==> src/rtl/z80fi_insn_capture_if.sv <==
// Z80 formal-interface capture bus: core fetch/retire
// signals in, retired-instruction packet out.
interface z80fi_insn_capture_if;
  logic        fetch_valid;
  logic [7:0]  fetch_byte;
  logic        insn_start;
  logic        insn_done;
  logic [79:0] core_regs;
  logic        z80fi_valid;
  logic [31:0] z80fi_insn;
  logic [2:0]  z80fi_insn_len;
  logic [79:0] z80fi_regs_in;
  logic [79:0] z80fi_regs_out;
  logic        z80fi_err;

  modport master (
    output fetch_valid, fetch_byte,
    output insn_start, insn_done, core_regs,
    input  z80fi_valid, z80fi_insn,
    input  z80fi_insn_len, z80fi_regs_in,
    input  z80fi_regs_out, z80fi_err
  );

  modport slave (
    input  fetch_valid, fetch_byte,
    input  insn_start, insn_done, core_regs,
    output z80fi_valid, z80fi_insn,
    output z80fi_insn_len, z80fi_regs_in,
    output z80fi_regs_out, z80fi_err
  );
endinterface

==> src/rtl/z80fi_insn_capture.sv <==
// Collects the bytes of each Z80 instruction and emits
// one retirement packet with pre/post register state.
module z80fi_insn_capture #(
  parameter int MAX_LEN = 4
) (
  input logic clk,
  input logic reset,
  z80fi_insn_capture_if.slave bus
);

  localparam logic [0:0] IDLE    = 1'b0;
  localparam logic [0:0] COLLECT = 1'b1;
  localparam logic [2:0] MAX     = 3'(MAX_LEN);

  logic [0:0]  state;
  logic [31:0] buf_insn;
  logic [2:0]  buf_len;
  logic [79:0] buf_regs_in;

  logic        valid_q;
  logic [31:0] insn_q;
  logic [2:0]  len_q;
  logic [79:0] rin_q;
  logic [79:0] rout_q;
  logic        err_q;

  logic        start_ok;
  logic        append;
  logic        room;
  logic        overflow;
  logic [31:0] app_insn;
  logic [2:0]  app_len;

  // Buffer as it would look with this cycle's byte added
  always_comb begin
    start_ok = bus.insn_start & bus.fetch_valid;
    append   = bus.fetch_valid & ~bus.insn_start;
    room     = buf_len < MAX;
    overflow = append & ~room;
    app_insn = buf_insn;
    app_len  = buf_len;
    if (append && room) begin
      for (int i = 0; i < 4; i++) begin
        if (buf_len == 3'(i)) begin
          app_insn[8*i +: 8] = bus.fetch_byte;
        end
      end
      app_len = buf_len + 3'd1;
    end
  end

  always_ff @(posedge clk or posedge reset) begin
    if (reset) begin
      state       <= IDLE;
      buf_insn    <= '0;
      buf_len     <= '0;
      buf_regs_in <= '0;
      valid_q     <= 1'b0;
      insn_q      <= '0;
      len_q       <= '0;
      rin_q       <= '0;
      rout_q      <= '0;
      err_q       <= 1'b0;
    end else begin
      valid_q <= 1'b0;
      if (bus.insn_start && !bus.fetch_valid) begin
        err_q <= 1'b1;
      end
      case (state)
        IDLE: begin
          if (bus.insn_done) begin
            err_q <= 1'b1;
          end
          if (start_ok) begin
            buf_regs_in <= bus.core_regs;
            buf_insn    <= {24'h0, bus.fetch_byte};
            buf_len     <= 3'd1;
            state       <= COLLECT;
          end
        end
        COLLECT: begin
          if (overflow) begin
            err_q <= 1'b1;
          end
          if (bus.insn_done) begin
            valid_q <= 1'b1;
            insn_q  <= app_insn;
            len_q   <= app_len;
            rin_q   <= buf_regs_in;
            rout_q  <= bus.core_regs;
          end else if (start_ok) begin
            err_q <= 1'b1;
          end
          // A new start always wins the buffer
          if (start_ok) begin
            buf_regs_in <= bus.core_regs;
            buf_insn    <= {24'h0, bus.fetch_byte};
            buf_len     <= 3'd1;
          end else if (bus.insn_done) begin
            state <= IDLE;
          end else begin
            buf_insn <= app_insn;
            buf_len  <= app_len;
          end
        end
      endcase
    end
  end

  assign bus.z80fi_valid    = valid_q;
  assign bus.z80fi_insn     = insn_q;
  assign bus.z80fi_insn_len = len_q;
  assign bus.z80fi_regs_in  = rin_q;
  assign bus.z80fi_regs_out = rout_q;
  assign bus.z80fi_err      = err_q;

endmodule

==> src/flat_wrapper.sv <==
// flat-port wrapper written by rule: the top's interface ports become plain ports
module z80fi_insn_capture_flat 
#(
  parameter int MAX_LEN = 4
)
  (clk, reset, bus_fetch_valid, bus_fetch_byte, bus_insn_start, bus_insn_done, bus_core_regs, bus_z80fi_valid, bus_z80fi_insn, bus_z80fi_insn_len, bus_z80fi_regs_in, bus_z80fi_regs_out, bus_z80fi_err);
  z80fi_insn_capture_if bus_i ();
  input logic clk;
  input logic reset;
  input wire logic [$bits(bus_i.fetch_valid)-1:0] bus_fetch_valid;
  input wire logic [$bits(bus_i.fetch_byte)-1:0] bus_fetch_byte;
  input wire logic [$bits(bus_i.insn_start)-1:0] bus_insn_start;
  input wire logic [$bits(bus_i.insn_done)-1:0] bus_insn_done;
  input wire logic [$bits(bus_i.core_regs)-1:0] bus_core_regs;
  output wire logic [$bits(bus_i.z80fi_valid)-1:0] bus_z80fi_valid;
  output wire logic [$bits(bus_i.z80fi_insn)-1:0] bus_z80fi_insn;
  output wire logic [$bits(bus_i.z80fi_insn_len)-1:0] bus_z80fi_insn_len;
  output wire logic [$bits(bus_i.z80fi_regs_in)-1:0] bus_z80fi_regs_in;
  output wire logic [$bits(bus_i.z80fi_regs_out)-1:0] bus_z80fi_regs_out;
  output wire logic [$bits(bus_i.z80fi_err)-1:0] bus_z80fi_err;
  assign bus_i.fetch_valid = bus_fetch_valid;
  assign bus_i.fetch_byte = bus_fetch_byte;
  assign bus_i.insn_start = bus_insn_start;
  assign bus_i.insn_done = bus_insn_done;
  assign bus_i.core_regs = bus_core_regs;
  assign bus_z80fi_valid = bus_i.z80fi_valid;
  assign bus_z80fi_insn = bus_i.z80fi_insn;
  assign bus_z80fi_insn_len = bus_i.z80fi_insn_len;
  assign bus_z80fi_regs_in = bus_i.z80fi_regs_in;
  assign bus_z80fi_regs_out = bus_i.z80fi_regs_out;
  assign bus_z80fi_err = bus_i.z80fi_err;
  z80fi_insn_capture #(.MAX_LEN(MAX_LEN)) u_core (.clk(clk), .reset(reset), .bus(bus_i));
endmodule
==> config.mk <==
export PLATFORM = sky130hd
export DESIGN_NAME = z80fi_insn_capture_flat
export DESIGN_NICKNAME = d
export VERILOG_FILES = /design/src/rtl/z80fi_insn_capture_if.sv /design/src/rtl/z80fi_insn_capture.sv /design/src/flat_wrapper.sv
export SDC_FILE = /design/constraint.sdc
export NUM_CORES = 1
export LEC_CHECK = 0
export BUFFER_PORTS_ARGS = -buffer_cell sky130_fd_sc_hd__buf_2
export CAP_MARGIN = 20
export CORE_ASPECT_RATIO = 0.8
export CORE_MARGIN = 5
export CORE_UTILIZATION = 58
export CTS_CLUSTER_SIZE = 20
export DETAILED_ROUTE_END_ITERATION = 8
export PLACE_DENSITY = 0.92
export SKIP_LAST_GASP = 1
export SLEW_MARGIN = 0
export SYNTH_ARGS = -nofsm -noshare
export SYNTH_HDL_FRONTEND = slang
export SYNTH_SLANG_ARGS = --single-unit
export TNS_END_PERCENT = 20
==> constraint.sdc <==
create_clock -name clk -period 14.5 [get_ports clk]
set_clock_uncertainty 0.05 [all_clocks]
set_input_delay 1.45 -clock clk [delete_from_list [all_inputs] [get_ports clk]]
set_output_delay 1.45 -clock clk [all_outputs]
set_load 0.02 [all_outputs]
==> impl_results.md, run 1 <==
* CP max FO at 102
* Final setup violating endpoints at 0
* GRT overflow at 0
* Routed WL at 26,700 µm
* Critical path type: in -> async
* Skew-Pair Late Insertion Delay at 540 ps
* 1st-iter DRT viols at 514
* WL met1 at 10,700 µm
* Hold buffers post-CTS at 0
* Post-synth net total at 888
* Clock transition at path regs at 60 ps
* Initial Util at 0.591
* Commonest non-fill, non-tap cell in the layout: dfrtp_1
* Hpwl dp at 18,300 µm
* Synth unique cells at 35
* Slew headroom at 0.339
* DR top layer: met5
* Yosys Warn Count at 0
* Die Wd at 172 µm
* Final nets at 1,163
* Crit-path leading delay family: buffers and inverters
* Crit path DAT at 3750 ps
* Count of state elements after synthesis at 313
* Leakage power figure at 6.95 nW
* Max_cap viols at 0
* Total power density per cell area at 167 nW/µm²
* Post-place setup slack at 10,540 ps
* WL met2 at 12,700 µm
* Clock root buffer: clkbuf_16
* Initial antenna violation count at 2
* Tightest Pin Transition at 991 ps
* Routed Antenna Nets at 0
* Setup TNS Final at 0 ps
* Vias per std cell at 5.49
* Area of the die at 24,100 µm²
* Setup ws final at 11,270 ps
* Postcts setup bufs at 0
* CP dominant cell by count: buf_4
* Post-route core utilization at 0.717
* Number of slew-limit violations in the final report at 0
* Mapped Cells at 790
* Met3 routed WL at 2600 µm
* Clk buf depth at 3
* Crit-path max cell delay at 830 ps
* DR DRC count at 0
* Tot GR Track Use at 0.224
* Mapped Area at 12,200 µm²
* Post-synth EDFFs at 0
* CTS Buf Count at 30
* CP endpoint kind: async pin
* Pin count of the biggest net entering global routing at 114
* Critical path required time at 15,020 ps
* Final critical-path required period at 3230 ps
* Final period utilization at 0.223
* IR drop worst, VDD at 0.141 mV
* Bufs and invs on worst path at 4
* Async set-or-reset flop fraction in the synthesized netlist at 1.00
* Synth-to-layout area growth at 21.3%
* Mean area per synthesized cell at 15.5 µm²
* CTS sink count at 313
* Worst path slowest cell: buf_4
* Post-CTS resize count at 0
* CTS H-tree depth at 1
* Wire length per cell at 19.7 µm
* Vias in the first global route at 8,085
* Synth Flop Type: dfrtp_1
* Setup crit start kind: input port
* Core area at 20,700 µm²
* Drt first pass iters at 4
* Via count at 7,458
* Worst hold path type: reg -> reg
* Commonest cells after routing, fill and taps aside: dfrtp_1 (313), buf_2 (289), mux2_2 (247)
* Site row count at 47
* RSZ-0062 raised after global routing: false
* Layout cells sized above 1 at 0.562
* Fmax at 0.309 GHz
* Die H at 140 µm
* DP Cell Count at 1,300
* Sequential area share after synthesis at 0.640
* Port Buffers at 289
* TritonCTS clock tree: yes
* GP Congestion at 0.789
* Io pins at 290
* Worst path cell trace: buf_2 > inv_8 > buf_4 > buf_4
* Final Hold Viols at 0
* First-pass GRT wire length at 43,700 µm
* Hold slack at 425 ps
* Non-filler instance count after layout at 1,359
* Outcome: finished, final reports clean
registers in the layout, indices dropped and copies added (netlist names):
name                       cells
u_core.bus.z80fi_regs_in      80
u_core.bus.z80fi_regs_out     80
u_core.buf_regs_in            80
u_core.buf_len                 3
u_core.bus.z80fi_valid         1
u_core.bus.z80fi_insn         32
u_core.bus.z80fi_err           1
u_core.state                   1
u_core.bus.z80fi_insn_len      3
u_core.buf_insn               32
power breakdown:
group | total (mW) | switching [mW] | leakage, nW | internal, mW
logic | 0.556 | 0.326 | 2.66 | 0.230
clock network | 0.796 | 0.326 | 0.499 | 0.469
registers | 1.13 | 0.0905 | 3.79 | 1.04
total | 2.48 | 0.743 | 6.95 | 1.74
worst reg2reg max path, cell delays in order, from the launching register on:
cell and delay, ps:
dfrtp_1 550, nand2_4 90, inv_4 420, buf_4 800, mux2_2 550
metrics by stage:
step / power [mW] / cell area, µm²
5_1_grt: 2.60 / 14800
3_5_place_dp: 1.70 / 13700
4_1_cts: 2.50 / 14800
2_1_floorplan: 1.49 / 12200
3_3_place_gp: 1.67 / 13700
6_report: 2.48 / 14800
Yosys cell counts, drive strengths merged (3+ instances only):
| library cell | count | area (µm²) |
|---|---|---|
| o21ai | 40 | 245 |
| nor3b | 3 | 33.8 |
| a22o | 24 | 210 |
| inv | 6 | 22.5 |
| and4bb | 8 | 100 |
| clkbuf | 3 | 11.3 |
| dfrtp | 313 | 7830 |
| nand2 | 40 | 153 |
| mux2 | 248 | 2790 |
| ha | 5 | 62.6 |
| buf | 51 | 327 |
| mux2i | 33 | 330 |
kinds of logic after synthesis:
kind of cell             share of synthesized area
AO/OA/AOI/OAI                               0.0411
flip-flops                                   0.640
XOR/XNOR                                  0.000716
AND/OR/NAND/NOR                             0.0278
multiplexers                                 0.255
buffers and inverters                       0.0295
adder cells (fa/ha/maj)                    0.00512
layer usage:
layer  vias up  track usage
li1       3349            -
met1      3756        0.301
met2       296        0.354
met3        55       0.0723
met4         2       0.0600
met5         -            0
worst paths after layout:
kind,slack [ps],endpoint,depth (start not counted),startpoint
setup / recovery,11270,u_core.bus.z80fi_regs_in[30]$_DFFE_PP0P_,4,reset
hold / removal,420,u_core.bus.z80fi_insn[17]$_DFFE_PP0P_,2,u_core.bus.z80fi_insn[17]$_DFFE_PP0P_
setup reg to reg,11920,u_core.bus.z80fi_regs_out[5]$_DFFE_PP0P_,4,u_core.state$_DFF_PP0_
hold reg to reg,420,u_core.bus.z80fi_insn[17]$_DFFE_PP0P_,2,u_core.bus.z80fi_insn[17]$_DFFE_PP0P_
max in group clk,11360,u_core.bus.z80fi_regs_out[5]$_DFFE_PP0P_,5,bus_insn_done
min in group asynchronous,960,u_core.bus.z80fi_insn[24]$_DFFE_PP0P_,2,reset
final cells by class:
class | count | area (µm²)
clock inverter | 12 | 131
antenna | 1 | 2.50
clock buffer | 44 | 905
tap | 269 | 337
inverter | 6 | 32.5
multi-input combinational | 417 | 4050
sequential | 313 | 7830
timing repair buffer | 297 | 1550
fill | 1325 | 5860
Note: power is estimated with default switching activity, not from simulation.
==> inputs of run 2 (changes only) <==
CORE_UTILIZATION = 48   (was 58)
PLACE_DENSITY = 0.82   (was 0.92)
clock period = 2.6 ns   (was 14.5 ns; I/O delays follow)
==> run 2 against run 1 <==
Net effect: register-to-register slack worse by 11000 ps; first-iteration DRC count is 16% lower; non-clock buffer count is 86 higher; global-route usage is 2.6 points lower; worst hold slack worse by 390 ps; final area is 7.0% higher; critical endpoint is now u_core.bus.z80fi_regs_out[33]$_DFFE_PP0P_; sequential power grew to 5.6 times the previous value; combinational power grew to 5.8 times the previous value; critical path type is now reg -> reg; highest routed layer is now met4; via count is 4.8% higher; die area is 19% higher; total power grew to 5.8 times the previous value; sequential share of layout area is 3.4 points lower.
==> impl_results.md, run 2 (synthesis results as in run 1) <==
* Critical path required time at 2960 ps
* Final nets at 1,249
* Setup TNS Final at 0 ps
* Routed Antenna Nets at 0
* Critical path type: reg -> reg
* Pin count of the biggest net entering global routing at 143
* Core area at 25,200 µm²
* Number of slew-limit violations in the final report at 0
* Leakage power figure at 7.36 nW
* Wire length per cell at 19.3 µm
* First-pass GRT wire length at 47,200 µm
* Worst flop-to-flop path endpoint: u_core.bus.z80fi_regs_out[33]$_DFFE_PP0P_
* Max_cap viols at 0
* Routed WL at 28,900 µm
* Initial Util at 0.486
* Final critical-path required period at 1880 ps
* Post-CTS resize count at 0
* GRT overflow at 0
* Hold path endpoint: u_core.buf_insn[15]$_DFFE_PP0P_
* Worst hold path type: in -> reg
* Worst path cell trace: nand2_4 > inv_4 > buf_12 > mux2_2
* Site row count at 52
* Commonest non-fill, non-tap cell in the layout: dfrtp_1
* Outcome: finished, final reports clean
* CP max FO at 45
* Min-delay src: bus_fetch_byte[7]
* Area of the die at 28,800 µm²
* Tightest Pin Transition at 758 ps
* Final setup violating endpoints at 0
* Die H at 153 µm
* 1st-iter DRT viols at 433
* CTS Buf Count at 30
* Final period utilization at 0.724
* TritonCTS clock tree: yes
* Port Buffers at 289
* Total power density per cell area at 902 nW/µm²
* Hpwl dp at 18,200 µm
* Vias per std cell at 5.21
* IR drop worst, VDD at 0.715 mV
* CP endpoint kind: flip-flop
* DP Cell Count at 1,362
* CTS H-tree depth at 1
* Layout cells sized above 1 at 0.525
* Die Wd at 188 µm
* Postcts setup bufs at 0
* Non-filler instance count after layout at 1,500
* R2R depth at 4
* Slew headroom at 0.494
* Worst r2r src: u_core.state$_DFF_PP0_
* Drt first pass iters at 4
* Hold Path Cell Cnt at 2
* Crit path DAT at 2250 ps
* Clock transition at path regs at 60 ps
* DR DRC count at 0
* Crit-path leading delay family: buffers and inverters
* Crit-path max cell delay at 560 ps
* Final Hold Viols at 0
* Vias in the first global route at 8,591
* Via count at 7,819
* Bufs and invs on worst path at 2
* Skew-Pair Late Insertion Delay at 550 ps
* CTS sink count at 313
* Reg2Reg Setup Slack at 720 ps
* RSZ-0062 raised after global routing: false
* Initial antenna violation count at 1
* GP Congestion at 0.781
* Clk buf depth at 3
* Fmax at 0.531 GHz
* Synth-to-layout area growth at 29.8%
* Worst path slowest cell: dfrtp_1
* Clock root buffer: clkbuf_16
* Tot GR Track Use at 0.198
* Io pins at 290
* Commonest cells after routing, fill and taps aside: dfrtp_1 (313), buf_2 (289), mux2_2 (247)
* Setup crit start kind: flip-flop
[run 2: worst max path at each step]
stage                                                end                    from  depth (start not counted)
6_report       u_core.bus.z80fi_regs_out[33]$_DFFE_PP0P_  u_core.state$_DFF_PP0_                          4
5_1_grt        u_core.bus.z80fi_regs_out[33]$_DFFE_PP0P_  u_core.state$_DFF_PP0_                          4
4_1_cts        u_core.bus.z80fi_regs_out[33]$_DFFE_PP0P_  u_core.state$_DFF_PP0_                          4
3_5_place_dp    u_core.bus.z80fi_regs_in[36]$_DFFE_PP0P_  u_core.state$_DFF_PP0_                          4
3_3_place_gp   u_core.bus.z80fi_regs_out[29]$_DFFE_PP0P_  u_core.state$_DFF_PP0_                          4
2_1_floorplan             u_core.buf_insn[0]$_DFFE_PP0P_                   reset                          1
[run 2: worst reg2reg max path, stage by stage, from the launching register on]
cell,delay (ps)
dfrtp_1,560
nand2_4,120
inv_4,300
buf_12,310
mux2_2,410
[run 2: timing repair]
action                                  4_1_cts  5_1_grt
endpoints found under the setup margin        0        0
hold buffers                                 81        0
endpoints found under the hold margin       331        0
[run 2: area by class of cell]
class                      count  area, µm²
antenna                        1       2.50
inverter                       6       28.8
multi-input combinational    417       4050
sequential                   313       7830
clock buffer                  38        822
timing repair buffer         383       2450
clock inverter                18        277
fill                        1829       9310
tap                          324        405
[run 2: report_power, final]
group / switching, mW / leakage [nW] / internal, mW
Combinational: 1.87 / 3.03 / 1.38
Sequential: 0.509 / 3.79 / 5.79
Clock: 1.85 / 0.533 / 2.93
Total: 4.23 / 7.36 / 10.1
[run 2: layer usage]
layer | GRT usage | share of wire
met5 | 0 | 0
met4 | 0.0510 | 0.027
met3 | 0.0600 | 0.080
met2 | 0.331 | 0.48
met1 | 0.255 | 0.41
[run 2: metrics by stage]
step	power, mW	setup WS (ps)	instance area, µm²	hold slack (ps)	util
2_1_floorplan	8.28	-1880	12200	360	-
3_3_place_gp	9.38	812	14000	133	0.554
3_5_place_dp	9.50	755	14000	132	0.554
4_1_cts	14.4	721	15900	10.0	0.630
5_1_grt	15.0	646	15900	30.1	0.630
6_report	14.3	717	15900	38.6	0.630
==> inputs of run 3 (changes only) <==
ABC_AREA = 1   (was not set)
CORE_UTILIZATION = 54   (was 48)
PLACE_DENSITY = 0.87   (was 0.82)
clock period = 1.75 ns   (was 2.6 ns; I/O delays follow)
==> run 3 against run 2 <==
Net effect: first-iteration DRC count is 140% higher; routed wire length is 32% higher; count of clock-buffer cells in the layout is 2 higher; largest cell class unchanged; largest power group unchanged; highest routed layer unchanged.
==> impl_results.md, run 3 <==
* Setup ws final at 123 ps
* Post-synth net total at 1,497
* Worst path slowest cell: dfrtp_1
* Layout cells sized above 1 at 0.213
* Setup TNS Final at 0 ps
* Site row count at 49
* Outcome: finished, final reports clean
* Drt first pass iters at 5
* CTS H-tree depth at 1
* Setup crit start kind: flip-flop
* Clock transition at path regs at 70 ps
* Number of slew-limit violations in the final report at 0
* 1st-iter DRT viols at 1,059
* Worst r2r src: u_core.state$_DFF_PP0_
* Final Hold Viols at 0
* CP endpoint kind: flip-flop
* Clk buf depth at 3
* Slew headroom at 0.502
* Leakage power figure at 9.10 nW
* Commonest cells after routing, fill and taps aside: nand2_1 (647), dfrtp_1 (313), buf_2 (289)
* Crit path DAT at 2020 ps
* Initial Util at 0.549
* RSZ-0062 raised after global routing: false
* Skew-Pair Late Insertion Delay at 570 ps
* Routed WL at 38,000 µm
* Post-place setup slack at 179 ps
* CP max FO at 20
* Clock root buffer: clkbuf_16
* Max_cap viols at 0
* Top-area cell type share of the netlist area at 0.634
* DR DRC count at 0
* Final critical-path required period at 1630 ps
* Synth-to-layout area growth at 30.6%
* TritonCTS clock tree: yes
* Vias per std cell at 5.33
* Fmax at 0.615 GHz
* Hpwl dp at 22,300 µm
* Core area at 22,500 µm²
* Mapped Cells at 1,399
* Final nets at 1,865
* Synth top area cells: dfrtp_1 (63%), nand2_1 (20%), o21ai_0 (6.9%)
* Critical path required time at 2140 ps
* Port Buffers at 289
* Post-synth EDFFs at 0
* Async set-or-reset flop fraction in the synthesized netlist at 1.00
* Commonest non-fill, non-tap cell in the layout: nand2_1
* GRT overflow at 0
* Mapped Area at 12,400 µm²
* Initial antenna violation count at 1
* Synth area leader: dfrtp_1
* Crit. Startpoint: u_core.state$_DFF_PP0_
* Wire length per cell at 18.1 µm
* Count of state elements after synthesis at 313
* Worst hold path type: in -> reg
* Total power density per cell area at 1240 nW/µm²
* Die Wd at 179 µm
* Tot Pwr at 20.1 mW
* Routed Antenna Nets at 0
* Pin count of the biggest net entering global routing at 169
* IR drop worst, VDD at 0.838 mV
* CTS sink count at 313
* GP Congestion at 0.879
* Final setup violating endpoints at 0
* Area of the die at 26,000 µm²
* Crit-path max cell delay at 400 ps
* Critical path type: reg -> reg
* Final period utilization at 0.929
* Mean area per synthesized cell at 8.84 µm²
* Post-route cell area at 16,200 µm²
* Top cells by count, synth: nand2_1 (647), dfrtp_1 (313), o21ai_0 (171)
* Tightest Pin Transition at 748 ps
* Io pins at 290
* Synth unique cells at 23
* Min-delay src: bus_fetch_byte[2]
* Yosys Warn Count at 0
* First-pass GRT wire length at 61,300 µm
* Cell with the most instances after synthesis: nand2_1
* Sequential area share after synthesis at 0.634
* Worst path cell trace: inv_1 > nor2_1 > nor2_4 > inv_2 > o21ai_0 > inv_1 > nand2_1 > nand2_1
* CTS Buf Count at 30
* Placed cell area at 14,200 µm²
* Die H at 145 µm
* Tot GR Track Use at 0.292
* Synth Flop Type: dfrtp_1
* Postcts setup bufs at 0
* Vias in the first global route at 11,700
* Via count at 11,200
==> run 3: changes by cell type after synthesis, sizes merged, moves of 7 or more <==
cell | before | now
o21ai | 40 | 173
buf | 51 | 29
clkbuf | 3 | 39
and4bb | 8 | 0
a22o | 24 | 0
mux2 | 248 | 0
mux2i | 33 | 0
nand2 | 40 | 650
nand3 | 0 | 43
nand4 | 0 | 8
inv | 6 | 126
nor2 | 1 | 8
==> run 3: worst paths after layout <==
| check | endpoint | slack, ps | cells after the start |
|---|---|---|---|
| max in group asynchronous | u_core.buf_regs_in[0]$_DFFE_PP0P_ | 740 | 5 |
| worst max-delay path | u_core.buf_insn[2]$_DFFE_PP0P_ | 120 | 8 |
| min in group asynchronous | u_core.bus.z80fi_regs_out[46]$_DFFE_PP0P_ | 200 | 4 |
| worst max register to register | u_core.buf_insn[2]$_DFFE_PP0P_ | 120 | 8 |
| worst min register to register | u_core.bus.z80fi_regs_in[56]$_DFFE_PP0P_ | 410 | 2 |
| worst min-delay path | u_core.buf_insn[10]$_DFFE_PP0P_ | 40 | 5 |
==> run 3: logic make-up (layout without fill, tap and decap cells) <==
group | after synthesis | after routing | synth area share
XOR/XNOR | 1 | 1 | 0.000709
adder cells (fa/ha/maj) | 5 | 5 | 0.00506
flip-flops | 313 | 313 | 0.634
other | 0 | 1 | 0
buffers and inverters | 194 | 586 | 0.0634
AO/OA/AOI/OAI | 176 | 176 | 0.0715
AND/OR/NAND/NOR | 710 | 710 | 0.226
==> run 3: layer usage <==
metal | global-route usage | share of wire | up-vias | wire length, µm
li1 | - | - | 5035 | -
met1 | 0.375 | 0.37 | 5302 | 14200
met2 | 0.467 | 0.48 | 664 | 18200
met3 | 0.0769 | 0.095 | 171 | 3620
met4 | 0.133 | 0.053 | 0 | 2010
met5 | 0 | 0 | - | 0
==> run 3: worst max-delay path, delay by kind of cell (launching register included) <==
family          cells  cell delay, ps
simple gates        4             590
flops               1             400
buf+inv             3             340
compound gates      1             130
==> run 3: layout make-up <==
| type | instances | area (µm²) |
|---|---|---|
| sequential | 313 | 7830 |
| fill | 1484 | 6350 |
| multi-input combinational | 892 | 3770 |
| timing repair buffer | 404 | 2650 |
| clock buffer | 40 | 868 |
| inverter | 126 | 478 |
| tap | 306 | 383 |
| clock inverter | 16 | 170 |
| antenna | 1 | 2.50 |
==> run 3: through the flow <==
step                      instances  hold slack (ps)   util
final                          2098             36.5  0.718
after global routing           2098             47.3  0.718
after CTS                      2097           0.0790  0.718
after detailed placement       1950              212  0.631
after global placement         1950              208  0.631
after floorplan                1399              272      -
==> run 3: what timing repair did <==
action	CTS	global route
setup endpoints to repair	0	0
resized for setup	0	0
endpoints found under the hold margin	340	0
hold buffers	91	0
==> run 3: power breakdown <==
group | internal (mW) | leakage (nW) | switching (mW) | total [mW]
registers | 8.35 | 3.97 | 0.735 | 9.08
logic | 1.37 | 4.61 | 2.88 | 4.25
clock network | 3.82 | 0.522 | 2.93 | 6.75
